[src/rtl/tcdm_bank_arbiter.sv]
`default_nettype none
// +--------------------------------------------------------------------------+
// | tcdm_bank_arbiter: shares one TCDM bank between a local port (priority,  |
// | bounded by a stall counter) and round-robin remote ports.                |
// | Optional perf counters: define TCDM_BANK_ARB_PERF_EN.      Rev 1.0        |
// +--------------------------------------------------------------------------+
module tcdm_bank_arbiter #(
  parameter int NumReq       = 4,
  parameter int DataWidth    = 32,
  parameter int AddrMemWidth = 8,
  parameter int MaxStall     = 7,
  parameter int WriteRespOn  = 0
) (
  input  logic                                   clk_i,
  input  logic                                   rst_ni,
  input  logic [NumReq-1:0]                      req_i,
  input  logic [NumReq-1:0][AddrMemWidth-1:0]    addr_i,
  input  logic [NumReq-1:0]                      wen_i,
  input  logic [NumReq-1:0][DataWidth-1:0]       wdata_i,
  input  logic [NumReq-1:0][DataWidth/8-1:0]     be_i,
  output logic [NumReq-1:0]                      gnt_o,
  output logic [NumReq-1:0]                      vld_o,
  output logic [DataWidth-1:0]                   rdata_o,
  output logic                                   mem_req_o,
  output logic [AddrMemWidth-1:0]                mem_addr_o,
  output logic                                   mem_wen_o,
  output logic [DataWidth-1:0]                   mem_wdata_o,
  output logic [DataWidth/8-1:0]                 mem_be_o,
  input  logic [DataWidth-1:0]                   mem_rdata_i
`ifdef TCDM_BANK_ARB_PERF_EN
  ,
  output logic [31:0]                            conflict_cnt_o,
  output logic [31:0]                            stall_evt_cnt_o
`endif
);

  localparam int              IdxW      = (NumReq > 2) ? $clog2(NumReq) : 1;
  localparam logic [7:0]      MaxStallC = 8'(MaxStall);
  localparam logic [IdxW-1:0] LastIdx   = IdxW'(NumReq - 1);

  if (NumReq < 2 || MaxStall < 1 || MaxStall > 255) begin : g_bad_cfg
    $fatal(1, "tcdm_bank_arbiter: illegal configuration");
  end

  logic [IdxW-1:0] rr_ptr_q, rr_ptr_d;
  logic [7:0]      stall_cnt_q, stall_cnt_d;
  logic            resp_vld_q, resp_vld_d;
  logic [IdxW-1:0] resp_idx_q, resp_idx_d;

  logic            remote_pend;
  logic            stall_hit;
  logic            local_gnt;
  logic            remote_gnt;
  logic [IdxW-1:0] gnt_idx;
  int              cand;

  always_comb begin
    remote_pend = |req_i[NumReq-1:1];
    stall_hit   = remote_pend && (stall_cnt_q == MaxStallC);
    local_gnt   = 1'b0;
    remote_gnt  = 1'b0;
    gnt_idx     = '0;
    cand        = 0;
    if (req_i[0] && !stall_hit) begin
      local_gnt = 1'b1;
    end else if (remote_pend) begin
      // Scan the remote ports starting at rr_ptr, wrapping NumReq-1 -> 1.
      for (int i = 0; i < NumReq - 1; i++) begin
        cand = int'(rr_ptr_q) + i;
        if (cand > NumReq - 1) cand = cand - (NumReq - 1);
        if (!remote_gnt && req_i[cand[IdxW-1:0]]) begin
          remote_gnt = 1'b1;
          gnt_idx    = cand[IdxW-1:0];
        end
      end
    end

    gnt_o = '0;
    if (local_gnt || remote_gnt) gnt_o[gnt_idx] = 1'b1;

    mem_req_o   = local_gnt || remote_gnt;
    mem_addr_o  = addr_i[gnt_idx];
    mem_wen_o   = wen_i[gnt_idx];
    mem_wdata_o = wdata_i[gnt_idx];
    mem_be_o    = be_i[gnt_idx];

    rr_ptr_d = rr_ptr_q;
    if (remote_gnt) rr_ptr_d = (gnt_idx == LastIdx) ? IdxW'(1) : gnt_idx + IdxW'(1);

    stall_cnt_d = '0;
    if (local_gnt && remote_pend)
      stall_cnt_d = (stall_cnt_q == MaxStallC) ? stall_cnt_q : stall_cnt_q + 8'd1;

    resp_vld_d = mem_req_o && (!mem_wen_o || (WriteRespOn != 0));
    resp_idx_d = gnt_idx;

    vld_o = '0;
    if (resp_vld_q) vld_o[resp_idx_q] = 1'b1;
    rdata_o = resp_vld_q ? mem_rdata_i : '0;
  end

  always_ff @(posedge clk_i or negedge rst_ni) begin
    if (!rst_ni) begin
      rr_ptr_q    <= IdxW'(1);
      stall_cnt_q <= '0;
      resp_vld_q  <= 1'b0;
      resp_idx_q  <= '0;
    end else begin
      rr_ptr_q    <= rr_ptr_d;
      stall_cnt_q <= stall_cnt_d;
      resp_vld_q  <= resp_vld_d;
      resp_idx_q  <= resp_idx_d;
    end
  end

`ifdef TCDM_BANK_ARB_PERF_EN
  logic [31:0] conflict_cnt_q, conflict_cnt_d;
  logic [31:0] stall_evt_cnt_q, stall_evt_cnt_d;

  // A stall event is the override beating a pending local request.
  always_comb begin
    conflict_cnt_d  = conflict_cnt_q;
    stall_evt_cnt_d = stall_evt_cnt_q;
    if (($countones(req_i) > 1) && (conflict_cnt_q != '1))
      conflict_cnt_d = conflict_cnt_q + 32'd1;
    if (req_i[0] && stall_hit && (stall_evt_cnt_q != '1))
      stall_evt_cnt_d = stall_evt_cnt_q + 32'd1;
  end

  always_ff @(posedge clk_i or negedge rst_ni) begin
    if (!rst_ni) begin
      conflict_cnt_q  <= '0;
      stall_evt_cnt_q <= '0;
    end else begin
      conflict_cnt_q  <= conflict_cnt_d;
      stall_evt_cnt_q <= stall_evt_cnt_d;
    end
  end

  assign conflict_cnt_o  = conflict_cnt_q;
  assign stall_evt_cnt_o = stall_evt_cnt_q;
`else
`endif

endmodule
`default_nettype wire
[config.mk]
export PLATFORM = sky130hd
export DESIGN_NAME = tcdm_bank_arbiter
export DESIGN_NICKNAME = d
export VERILOG_FILES = /design/src/rtl/tcdm_bank_arbiter.sv
export SDC_FILE = /design/constraint.sdc
export NUM_CORES = 1
export LEC_CHECK = 0
export BUFFER_PORTS_ARGS = -buffer_cell sky130_fd_sc_hd__buf_2
export CAP_MARGIN = 20
export CORE_AREA = 3 3 116 118
export DETAILED_ROUTE_END_ITERATION = 7
export DIE_AREA = 0 0 119 121
export GPL_TIMING_DRIVEN = 0
export PLACE_DENSITY = 0.6
export SLEW_MARGIN = 40
export SYNTH_ARGS = -nofsm -noshare
export SYNTH_HDL_FRONTEND = slang
export SYNTH_SLANG_ARGS = --single-unit
[constraint.sdc]
create_clock -name clk_i -period 10.1 [get_ports clk_i]
set_input_delay 2.525 -clock clk_i [delete_from_list [all_inputs] [get_ports clk_i]]
set_output_delay 2.525 -clock clk_i [all_outputs]
set_load 0.01 [all_outputs]
==> out/qor.yml <==
grt_use_met3_pct: 3.170
grt_max_degree: 14
final_hold_viol_count: 0
start_util_pct: 19.75
root_buffer: "clkbuf_16"
cts_inserted_buffers: 3
clock-sinks: 13
busiest_layer: "met2"
detailed_place_hpwl_um: 12110
fin_total_pwr_uw: 1076
fin_crit_ns: 7.448
ant_nets: 0
fp.dieW_um: 119
setup_viol: 0
core_sq_um: 12570
area_growth_pct: 73.03
whs_ns: 0.4461
hold_path.class: "flop to flop"
syn_nets: 614
met2_usage_pct: 32.39
slew_viol_final: 0
cts_tree: "built"
dieArea_sq_um: 14400
antenna_found_initial: 1
synth_cell_types: 34
yosysSeqAreaShare_pct: 13.16
grt_usage_pct: 18.20
status: "completed"
insertion_delay_ns: 0.24
first_global_vias: 3996
path_cells: "buf_2, mux2i_1, mux2i_1, or4_1, and3_1, buf_4, inv_2, buf_2, nand3_1, nand4_1, buf_2"
die_h_um: 121
power.density_nw_per_um2: 250.4
clk_path_buf_depth: 2
drc: 0
crit_family: "simple AND/OR/NAND/NOR gates"
path_class: "input pin to output pin"
io_pins: 304
synthesis.instances: 389
worst_pin_slew_ns: 0.6157
cts_setup_buffers: 0
dp_cells: 864
portBuffers: 303
crit_path_max_incr_delay_ns: 0.56
gp_congestion: 0.8659
cpMostUsedCell: "buf_2"
drt_first_iter_violations: 378
drv_cap: 0
htree_levels: 1
path_buf_inv: 5
finalSetupTns_ns: 0
cts-resized-gates: 0
drive_above_1_share_pct: 50.29
rows: 41
slowest_stage: "or4_1"
avgSynthCellArea_sq_um: 6.381
grt_pass1_wl_um: 21050
drt_wl_total_um: 14540
slew_headroom_pct: 58.95
vias: 4263
p_leak_uw: 0.002320
synth-seq-cells: 13
peakVddDrop_mv: 0.07310
max_freq_mhz: 134.3
n_fill_cell: 1410
fin_crit_sh_pct: 73.74
firstDrtPassIters: 5
arrival_ns: 4.92
end_kind: "output pin"
clk_pin_slew_ns: 0.04
nNetsFinal: 922
wl_per_cell_um: 16.73
path_max_fanout: 11
required_ns: 7.58
rsz0062_at_grt: "no"
grt_overflow: 0
cts_hold_buf: 0
met1_usage_pct: 23.15
viasPerCell: 4.906
finClkSkew_ns: 0.001429
syn_area_sq_um: 2482
layout.cells.non_filler: 869
cp-start-kind: "input pin"
post-route-util_pct: 34.18
ys_warn_count: 0
==> registers in the layout (all words and copies together), names as in the netlist <==
name,flops
resp_idx_q,2
resp_vld_q,1
rr_ptr_q,2
stall_cnt_q,8
==> cells by family after synthesis <==
kind of cell / count (synthesis) / share of synthesized area (%)
adder cells (fa/ha/maj): 7 / 3.528
AO/OA/AOI/OAI: 11 / 3.075
AND/OR/NAND/NOR: 296 / 64.06
buffers and inverters: 48 / 10.33
flip-flops: 13 / 13.16
XOR/XNOR: 6 / 2.117
multiplexers: 8 / 3.730
==> per-layer routing <==
layer	routed length, um	share of wire, %
met2	7192	49
met5	0	0
met1	5907	41
met4	259	1.8
met3	1179	8.1
==> through the flow <==
| step | instance area, sq um | worst slack, ns |
|---|---|---|
| floorplan | 2482 | 3.293 |
| global placement | 4214 | 2.657 |
| detailed placement | 4214 | 2.660 |
| CTS | 4293 | 2.666 |
| global route | 4295 | 2.508 |
| finish | 4295 | 2.652 |
==> report_power, final <==
part | total, uW | internal, uW | switching [uW]
registers | 77.6 | 63.8 | 13.8
logic | 923 | 355 | 568
clock network | 75.2 | 53.2 | 22.0
==> placed cells by master, fill, tap and decap left out, types with 2 or more instances in the layout <==
master	n
xor2_1	4
buf_2	334
dfrtp_1	12
nand4_1	44
mux2i_1	7
o21ai_0	4
a21oi_1	2
clkbuf_1	6
nand2_1	4
nand3_1	180
buf_6	3
and2_1	37
ha_1	7
xnor2_1	2
nor3_1	3
or4_1	2
inv_1	3
inv_2	2
and3_1	5
nor3b_1	3
clkbuf_16	3
buf_4	4
nor2_1	13
==> Yosys cell counts <==
| library cell | number | area (sq um) |
|---|---|---|
| buf_2 | 31 | 155.2 |
| nand3b_1 | 1 | 7.510 |
| nor3b_1 | 3 | 22.52 |
| clkbuf_1 | 5 | 18.77 |
| or3_1 | 1 | 6.260 |
| inv_2 | 2 | 7.510 |
| buf_6 | 3 | 33.78 |
| a21oi_2 | 1 | 8.760 |
| nor3_1 | 3 | 15.01 |
| dfstp_2 | 1 | 26.28 |
| a31o_1 | 1 | 8.760 |
| ha_1 | 7 | 87.58 |
| a211oi_2 | 1 | 12.51 |
| dfrtp_1 | 12 | 300.3 |
| nor2_1 | 13 | 48.80 |
| and3b_1 | 1 | 8.760 |
| xor2_1 | 4 | 35.03 |
| o21ai_0 | 4 | 20.02 |
| or4_1 | 2 | 15.01 |
| nand2b_1 | 1 | 6.260 |
| nand2_1 | 4 | 15.01 |
| nand3_1 | 180 | 900.9 |
| and3_1 | 5 | 31.28 |
| xnor2_1 | 2 | 17.52 |
| o311a_1 | 1 | 10.01 |
| nand4_1 | 44 | 275.3 |
| inv_1 | 3 | 11.26 |
| buf_4 | 4 | 30.03 |
| and2_1 | 37 | 231.5 |
| a21oi_1 | 2 | 10.01 |
| nor2b_1 | 1 | 6.260 |
| mux4_2 | 1 | 22.52 |
| mux2i_1 | 7 | 70.07 |
| a31oi_1 | 1 | 6.260 |
==> cell type report <==
| cell class | instances | area (sq um) | area share (%) |
|---|---|---|---|
| inverter | 5 | 18.77 | 0.4369 |
| clock buffer | 4 | 78.83 | 1.835 |
| multi-input combinational | 328 | 1899 | 44.22 |
| buffer | 43 | 237.7 | 5.535 |
| sequential | 13 | 326.6 | 7.603 |
| antenna | 1 | 2.502 | 0.05826 |
| tap | 172 | 215.2 | 5.010 |
| timing repair buffer | 303 | 1516 | 35.30 |
==> worst register-to-register path, cell delays in order, from the launching register on <==
cell and delay, ns:
dfstp_2 0.58, inv_1 0.07, ha_1 0.27, clkbuf_1 0.26
mux4_2 0.57, a31oi_1 0.18, o311a_1 0.18, buf_4 0.18
buf_2 0.32, ha_1 0.29, nand2_1 0.05, o21ai_0 0.07
==> final timing paths <==
path	start	end	slack, ns	cells after the start
worst max-delay path	req_i[3]	mem_wdata_o[26]	2.65	11
worst min-delay path	stall_cnt_q[0]	stall_cnt_q[0]	0.45	1
worst max register to register	rr_ptr_q[0]	rr_ptr_q[1]	6.95	11
worst min register to register	stall_cnt_q[0]	stall_cnt_q[0]	0.45	1
max in group asynchronous	rst_ni	rr_ptr_q[0]	7.67	1
min in group asynchronous	rst_ni	stall_cnt_q[3]	2.16	1
No activity file was read; power rests on OpenSTA's default activity.
